### src/rtl/forward_pipe_pkg.sv
`default_nettype none
// +---------------------------------------------------------------------------+
// | Package   : fwd_pkg                                                       |
// | Purpose   : Shared limits and helpers for the forward_pipe slice chain.   |
// | Contents  : FWD_MAX_STAGES, FWD_STALL_CNT_W, fwd_occ_width()              |
// | Revision  : 1.0 - initial release                                         |
// +---------------------------------------------------------------------------+
package fwd_pkg;

  localparam int FWD_MAX_STAGES  = 8;
  localparam int FWD_STALL_CNT_W = 16;

  // Width needed to count 0..stages valid slices.
  function automatic int fwd_occ_width(input int stages);
    if (stages < 1) return 1;
    return $clog2(stages + 1);
  endfunction

endpackage
`default_nettype wire

### src/rtl/forward_pipe_if.sv
`default_nettype none
// +---------------------------------------------------------------------------+
// | Interface : forward_pipe_if                                               |
// | Purpose   : One valid/ready word stream.                                  |
// | Signals   : data  - word carried by the stream                            |
// |             valid - data is meaningful this cycle                         |
// |             ready - receiver accepts data this cycle                      |
// | Modports  : master drives data/valid, slave drives ready                  |
// | Revision  : 1.0 - initial release                                         |
// +---------------------------------------------------------------------------+
interface forward_pipe_if #(
  parameter int DATA_WIDTH = 8
) ();

  logic [DATA_WIDTH-1:0] data;
  logic                  valid;
  logic                  ready;

  modport master (output data, output valid, input ready);
  modport slave  (input data, input valid, output ready);

endinterface
`default_nettype wire

### src/rtl/forward_pipe_stage.sv
`default_nettype none
// +---------------------------------------------------------------------------+
// | Module    : forward_stage                                                 |
// | Purpose   : One elastic {valid,data} register slice.                      |
// | Ports     : clk, rst_n (async, active-low)                                |
// |             flush               - drop the held word                      |
// |             up_valid/up_data    - word offered from upstream              |
// |             up_ready            - slice loads this cycle                  |
// |             dn_valid/dn_data    - held word                               |
// |             dn_ready            - downstream can take the held word       |
// | Revision  : 1.0 - initial release                                         |
// +---------------------------------------------------------------------------+
module forward_stage
  import fwd_pkg::*;
#(
  parameter int DATA_WIDTH = 8
) (
  input  logic                  clk,
  input  logic                  rst_n,
  input  logic                  flush,
  input  logic                  up_valid,
  input  logic [DATA_WIDTH-1:0] up_data,
  output logic                  up_ready,
  output logic                  dn_valid,
  output logic [DATA_WIDTH-1:0] dn_data,
  input  logic                  dn_ready
);

  logic                  valid_q;
  logic [DATA_WIDTH-1:0] data_q;

  // Empty slice, or a slice whose word moves on this cycle, can take a new one.
  assign up_ready = ~valid_q | dn_ready;
  assign dn_valid = valid_q;
  assign dn_data  = data_q;

  always_ff @(posedge clk or negedge rst_n) begin
    if (!rst_n) begin
      valid_q <= 1'b0;
      data_q  <= '0;
    end else begin
      if (flush) begin
        valid_q <= 1'b0;
      end else if (up_ready) begin
        valid_q <= up_valid;
      end
      // Data only moves with a real word; an empty slice keeps stale data.
      if (up_ready && up_valid && !flush) begin
        data_q <= up_data;
      end
    end
  end

endmodule
`default_nettype wire

### src/rtl/forward_pipe.sv
`default_nettype none
// +---------------------------------------------------------------------------+
// | Module    : forward_pipe                                                  |
// | Purpose   : STAGES-deep elastic register pipe for ALU operands/results,   |
// |             bubble-collapsing, full throughput, with flush and occupancy. |
// | Ports     : clk, rst_n (async, active-low)                                |
// |             up        - producer stream (slave modport)                   |
// |             dn        - consumer stream (master modport)                  |
// |             flush     - synchronous discard of all in-flight words        |
// |             occupancy - number of valid slices                            |
// |             stall_cnt - cycles with dn.valid & !dn.ready, saturating      |
// |                         (only with FORWARD_PIPE_STALL_CNT_EN defined)     |
// | Config    : FORWARD_PIPE_STALL_CNT_EN enables the stall counter port.     |
// | Revision  : 1.0 - initial release                                         |
// +---------------------------------------------------------------------------+
module forward_pipe
  import fwd_pkg::*;
#(
  parameter int DATA_WIDTH = 8,
  parameter int STAGES     = 2
) (
  input  logic                                clk,
  input  logic                                rst_n,
  forward_pipe_if.slave                       up,
  forward_pipe_if.master                      dn,
  input  logic                                flush,
`ifdef FORWARD_PIPE_STALL_CNT_EN
  output logic [FWD_STALL_CNT_W-1:0]          stall_cnt,
`endif
  output logic [fwd_occ_width(STAGES)-1:0]    occupancy
);

  localparam int OCC_W = fwd_occ_width(STAGES);

  logic [STAGES-1:0]     stage_v;
  logic [STAGES-1:0]     stage_up_rdy;
  logic [STAGES-1:0]     stage_dn_rdy;
  logic [DATA_WIDTH-1:0] stage_d [STAGES];

  // Downstream ready of slice i is computed directly from the registered
  // valids: it is set when the consumer is ready or any later slice is
  // empty. This avoids a combinational chain through the slice instances.
  always_comb begin
    logic hole;
    hole         = 1'b0;
    stage_dn_rdy = '0;
    for (int i = STAGES - 1; i >= 0; i--) begin
      stage_dn_rdy[i] = dn.ready | hole;
      hole            = hole | ~stage_v[i];
    end
  end

  for (genvar i = 0; i < STAGES; i++) begin : g_stage
    logic                  src_v;
    logic [DATA_WIDTH-1:0] src_d;

    if (i == 0) begin : g_head
      assign src_v = up.valid;
      assign src_d = up.data;
    end else begin : g_body
      assign src_v = stage_v[i-1];
      assign src_d = stage_d[i-1];
    end

    forward_stage #(
      .DATA_WIDTH (DATA_WIDTH)
    ) u_stage (
      .clk      (clk),
      .rst_n    (rst_n),
      .flush    (flush),
      .up_valid (src_v),
      .up_data  (src_d),
      .up_ready (stage_up_rdy[i]),
      .dn_valid (stage_v[i]),
      .dn_data  (stage_d[i]),
      .dn_ready (stage_dn_rdy[i])
    );
  end

  // Every slice's ready means "this slice or something after it can move",
  // so the OR over all slices equals the input slice's ready.
  assign up.ready = |stage_up_rdy;
  assign dn.valid = stage_v[STAGES-1];
  assign dn.data  = stage_d[STAGES-1];

  always_comb begin
    occupancy = '0;
    for (int i = 0; i < STAGES; i++) begin
      occupancy = occupancy + OCC_W'(stage_v[i]);
    end
  end

`ifdef FORWARD_PIPE_STALL_CNT_EN
  always_ff @(posedge clk or negedge rst_n) begin
    if (!rst_n) begin
      stall_cnt <= '0;
    end else if (flush) begin
      stall_cnt <= '0;
    end else if (dn.valid && !dn.ready && (stall_cnt != '1)) begin
      stall_cnt <= stall_cnt + FWD_STALL_CNT_W'(1);
    end
  end
`endif

endmodule
`default_nettype wire

### src/flat_wrapper.sv
// flat-port wrapper written by rule: the top's interface ports become plain ports
module forward_pipe_flat import fwd_pkg::*;
#(
  parameter int DATA_WIDTH = 8,
  parameter int STAGES     = 2
)
  (clk, rst_n, flush, occupancy, up_data, up_valid, up_ready, dn_data, dn_valid, dn_ready);
  forward_pipe_if #(.DATA_WIDTH(DATA_WIDTH)) up_i ();
  forward_pipe_if #(.DATA_WIDTH(DATA_WIDTH)) dn_i ();
  input  logic clk;
  input  logic rst_n;
  input  logic flush;
  output logic [fwd_occ_width(STAGES)-1:0] occupancy;
  input wire logic [$bits(up_i.data)-1:0] up_data;
  input wire logic [$bits(up_i.valid)-1:0] up_valid;
  output wire logic [$bits(up_i.ready)-1:0] up_ready;
  output wire logic [$bits(dn_i.data)-1:0] dn_data;
  output wire logic [$bits(dn_i.valid)-1:0] dn_valid;
  input wire logic [$bits(dn_i.ready)-1:0] dn_ready;
  assign up_i.data = up_data;
  assign up_i.valid = up_valid;
  assign up_ready = up_i.ready;
  assign dn_data = dn_i.data;
  assign dn_valid = dn_i.valid;
  assign dn_i.ready = dn_ready;
  forward_pipe #(.DATA_WIDTH(DATA_WIDTH), .STAGES(STAGES)) u_core (.clk(clk), .rst_n(rst_n), .up(up_i), .dn(dn_i), .flush(flush), .occupancy(occupancy));
endmodule
### config.mk
export PLATFORM = sky130hd
export DESIGN_NAME = forward_pipe_flat
export DESIGN_NICKNAME = d
export VERILOG_FILES = /design/src/rtl/forward_pipe_pkg.sv /design/src/rtl/forward_pipe_if.sv /design/src/rtl/forward_pipe_stage.sv /design/src/rtl/forward_pipe.sv /design/src/flat_wrapper.sv
export SDC_FILE = /design/constraint.sdc
export NUM_CORES = 1
export LEC_CHECK = 0
export ABC_CLOCK_PERIOD_IN_PS = 1410
export CORE_MARGIN = 5
export CORE_UTILIZATION = 35
export DETAILED_ROUTE_END_ITERATION = 16
export DONT_BUFFER_PORTS = 1
export GPL_ROUTABILITY_DRIVEN = 0
export SETUP_SLACK_MARGIN = 0.2
export SLEW_MARGIN = 25
export SYNTH_ARGS = -nofsm -noshare
export SYNTH_HDL_FRONTEND = slang
export SYNTH_SLANG_ARGS = --single-unit
### constraint.sdc
create_clock -name clk -period 1.41 [get_ports clk]
set_clock_uncertainty 0.15 [all_clocks]
set_input_delay 0.3525 -clock clk [delete_from_list [all_inputs] [get_ports clk]]
set_output_delay 0.3525 -clock clk [all_outputs]
set_load 0.01 [all_outputs]
# After elaboration in Yosys (flattened, before gate mapping)
# Cells that the tools add are included.
[word_totals] regBits=18 latch_bits=0 ram_bits=0 romBits=0 inputBits=13 out_inout_bits=12 word_cells=21 mem_count=0
[op_classes] add_sub_neg=1 multipliers=0 div_mod_pow=0 order_cmp=0 n_eq_ne=0 n_shift=0 muxes=4 n_bitwise=4 reduce_logical=8
[ops] cell="logical AND 1 bit" count=4
[ops] cell="two-way mux 1 bit" count=4
[ops] cell="nonzero test 2 bit" count=2
[ops] cell="adder 1 x 1 -> 2 bit" count=1
[ops] cell="inverter 1 bit" count=2
[ops] cell="OR 1 bit" count=2
[ops] cell="OR reduction 2 bit" count=1
[ops] cell="zero test 1 bit" count=1

# Logic depth before layout (Yosys ltp)
[depth] ltp_word=5 depth_mapped=3 ltp_nobuf=3

# By module
# Synthesis repeated with hierarchy kept, for this count alone.
[hier_totals] cells_unflattened=47 hier_area_um2=743.2
[modules_own_cells] module="forward_stage" instances=2 cells_per_inst=22 area_per_inst_um2=359.1 seq_area_each_um2=225.2
[modules_own_cells] module="forward_pipe" instances=1 cells_per_inst=3 area_per_inst_um2=25.0 seq_area_each_um2=0.0

# Worst setup path before layout
# Ideal clock, no wire load.
[synth_timing] path_type="register to register" startpoint="register u_core.g_stage[1].u_stage.valid_q" endpoint="register u_core.g_stage[1].u_stage.data_q[0]" setup_ns=0.125 arrival_time_ns=1.254 t_required_ns=1.135 slack_ns=-0.118 path_stages_with_launch=4 n_path_buf=0 synth_period_minus_slack_ns=1.528 path_cell_list="dfrtp_1 > nor2b_4 > nor3b_4 > mux2_2"
[synth_via] elab_chain_len=4
[synth_rtl] element="start: declaration" line="forward_pipe_stage.sv:29" source="logic valid_q;"
[synth_rtl] element="start signal: assignment" line="forward_pipe_stage.sv:45" source="valid_q <= up_valid;"
[synth_rtl] element="inverter 1 bit" line="forward_pipe_stage.sv:33" source="assign up_ready = ~valid_q | dn_ready;"
[synth_rtl] element="OR 1 bit" line="forward_pipe_stage.sv:33"
[synth_rtl] element="logical AND 1 bit (2 in a row)" line="forward_pipe_stage.sv:48" source="if (up_ready && up_valid && !flush) begin"
[synth_rtl] element="end signal: assignment" line="forward_pipe_stage.sv:49" source="data_q <= up_data;"
[synth_rtl] element="end: declaration" line="forward_pipe_stage.sv:30" source="logic [DATA_WIDTH-1:0] data_q;"
# No other way between the ends.
# A chain may end at the register's enable or synchronous reset.

# Worst setup path after layout
[layout_timing] startpoint="register u_core.g_stage[1].u_stage.valid_q" endpoint="output occupancy[0]"
[layout_via] elab_chain_len=1
[layout_rtl] element="adder 1 x 1 -> 2 bit" line="forward_pipe.sv:89" source="occupancy = occupancy + OCC_W'(stage_v[i]);"
[layout_rtl] element="end: declaration" line="flat_wrapper.sv:13" source="output logic [fwd_occ_width(STAGES)-1:0] occupancy;"
# No other way between the ends.

==> impl_metrics.toml <==
[run_status]
status = "complete, but fails checks"
violations = "negative setup slack"

[place]
place_inst = 75
port-buffer-count = 0
dp_slack_ps = -56.5
dp_hpwl_um = 998
place_area_um2 = 821

[final_layout]
fillCellCount = 184
layout-drive-gt1-share = 0.561
num_antenna_cells = 0
final_nets = 72
area_growth_pct = 35.6
stdcell_area_um2 = 963
stdcell_count = 84

[logic_synthesis]
synth_seq_cells = 18
synthArstFlopShare = 1.00
synth_commonest_cells = "dfrtp_1, mux2_2, nor2_1"
synth_area_leaders = "dfrtp_1, mux2_2, nor3b_4, nor2b_4, ha_1"
synth_edf_count = 0
ys_warn_count = 0
synth_nets = 57
synth_cells = 43
synth_top_area_frac = 0.634
synth_ff_type = "dfrtp_1"
synth_cell_types = 10
synth_area_leader_cell = "dfrtp_1"
avgSynthCellArea_um2 = 16.5
synth_area_um2 = 711
synth_most_common_cell = "dfrtp_1"
ys_seq_area_frac = 0.634

[drt]
dr.pass1.iters = 1
finalWirelength_um = 1420
drc = 0
postRouteAntennaNets = 0
viasPerCell = 4.64
drt_iter0_markers = 0
num_vias = 390
wire_per_inst_um = 16.8

[timing]
setup_violations = 19
drv_slew = 0
maxSlewHeadroom = 0.461
hold_viol = 0
finalSetupTns_ps = -2430
period_share = 1.16
fmax_mhz = 613
worst_slew_pin_slew_ps = 809
rsz0062_at_grt = "true"
layout_min_cycle_time_ps = 1630
setup_ws_ps = -220

[critical_path]
critPathMaxFanout = 3
critPathLaunch = "u_core.g_stage[1].u_stage.dn_valid"
reg2reg_from = "u_core.g_stage[1].u_stage.dn_valid"
arrival_ps = 1130
crit_type = "reg2out"
crit_path_end_kind = "output pin"
cp-start-kind = "flip-flop"
crit_required_ps = 910

[global_routing]
grt_usage = 0.104
antenna_found_initial = 0
overflow = 0
grt_pass1_wl_um = 2040
grt_pass1_vias = 420
grt_max_degree = 19
busiest_layer = "met2"
grt_use_met1 = 0.116
grt_use_met2 = 0.152
use_met3 = 0.0456

[floorplan]
die_area_um2 = 3030
initial_core_util = 0.366
row_count = 16
chipWidth_um = 55.1
fp.dieH_um = 55.1
coreArea_um2 = 1940
ioPinCount = 25

[pwr]
ir_drop_uv = 711
p_per_area_nw_per_um2 = 1340
p_sw_frac = 0.261
intPower_uw = 954
switchingPower_uw = 337
p_comb_frac = 0.183
clkPwrFrac = 0.251
power.leakage_uw = 0.000464
seqPwrFrac = 0.566

[clocking]
clock_latency_ps = 290
cts.sinks = 18
ctsHtreeMaxLevel = 1
clk_pin_slew_worst_paths_ps = 110
cts_max_path_buffers = 2
cts_tree = "yes"
cts-root-buf = "clkbuf_4"
cts_made_buffers = 3

[run]
max-cap-violations = 0

[min_path]
hold_path_startpoint = "up_valid"
hp-class = "in2reg"
-- final timing paths --
path / to / depth (start not counted) / slack, ps
setup / recovery: occupancy[0] / 2 / -220
min in group asynchronous: u_core.g_stage[0].u_stage.dn_data[2] / 1 / 50
setup reg to reg: u_core.g_stage[1].u_stage.dn_data[0] / 5 / -200
hold reg to reg: u_core.g_stage[0].u_stage.dn_data[1] / 1 / 370
max in group asynchronous: u_core.g_stage[1].u_stage.dn_data[4] / 1 / 560
hold / removal: u_core.g_stage[0].u_stage.dn_valid / 2 / 20
-- cell type report --
type                       count  area (um2)  share of cell area
tap                           27        33.8              0.0351
multi-input combinational     24         338               0.351
clock buffer                   4        36.3              0.0377
inverter                       1        3.75             0.00390
sequential                    18         450               0.468
timing repair buffer          10         101               0.105
-- state kept, by name, indices dropped and copies added (netlist names) --
| register | cells |
|---|---|
| u_core.g_stage.u_stage.dn_data | 16 |
| u_core.g_stage.u_stage.dn_valid | 2 |
-- cell usage in the layout (no fill, tap or decap), drive strengths merged --
cell type,n
mux2,16
ha,1
dfrtp,18
a21oi,1
buf,8
nor2b,1
nor3b,1
nand3b,2
clkbuf,4
dlygate4sd3,1
dlymetal6s4s,1
inv,1
nor2,2
-- kinds of logic after synthesis --
| group | after synthesis | synth area share |
|---|---|---|
| compound gates | 1 | 0.00704 |
| fa+ha+maj | 1 | 0.0176 |
| buf+inv | 1 | 0.00528 |
| flops | 18 | 0.634 |
| mux | 16 | 0.254 |
| simple gates | 6 | 0.0828 |
-- worst max-delay path: stages, from the launching register on --
cell and delay [ps]:
dfrtp_1 420, buf_6 140, ha_4 270
-- metrics by stage --
stage                     power, uW  hold slack [ps]  utilization
final                          1290             22.4        0.496
after global routing           1350             20.9        0.496
after CTS                      1280             21.4        0.479
after detailed placement        907            -92.7        0.423
after global placement          900            -92.7        0.423
after floorplan                 857            -93.1            -
-- metal layers --
metal	vias up	routed length, um
met5	-	0
met4	0	17
met1	194	582
met3	2	113
met2	13	702
li1	181	-
-- repair_timing --
action / in CTS / in global routing
buffers inserted: 2 / 1
endpoints found under the hold margin: 20 / 0
endpoints found under the setup margin: 28 / 46
hold buffers: 2 / 0
gates resized for setup: 8 / 7
pin swaps: 0 / 2
-- power by group through the flow --
| stage | clock network (uW) | registers (uW) | logic (uW) |
|---|---|---|---|
| finish | 324 | 731 | 236 |
| global placement | 0 | 740 | 160 |
| CTS | 329 | 734 | 215 |
| detailed placement | 0 | 742 | 165 |
| global route | 356 | 746 | 251 |
| floorplan | 0 | 715 | 142 |
(Power assumes the default switching activity.)
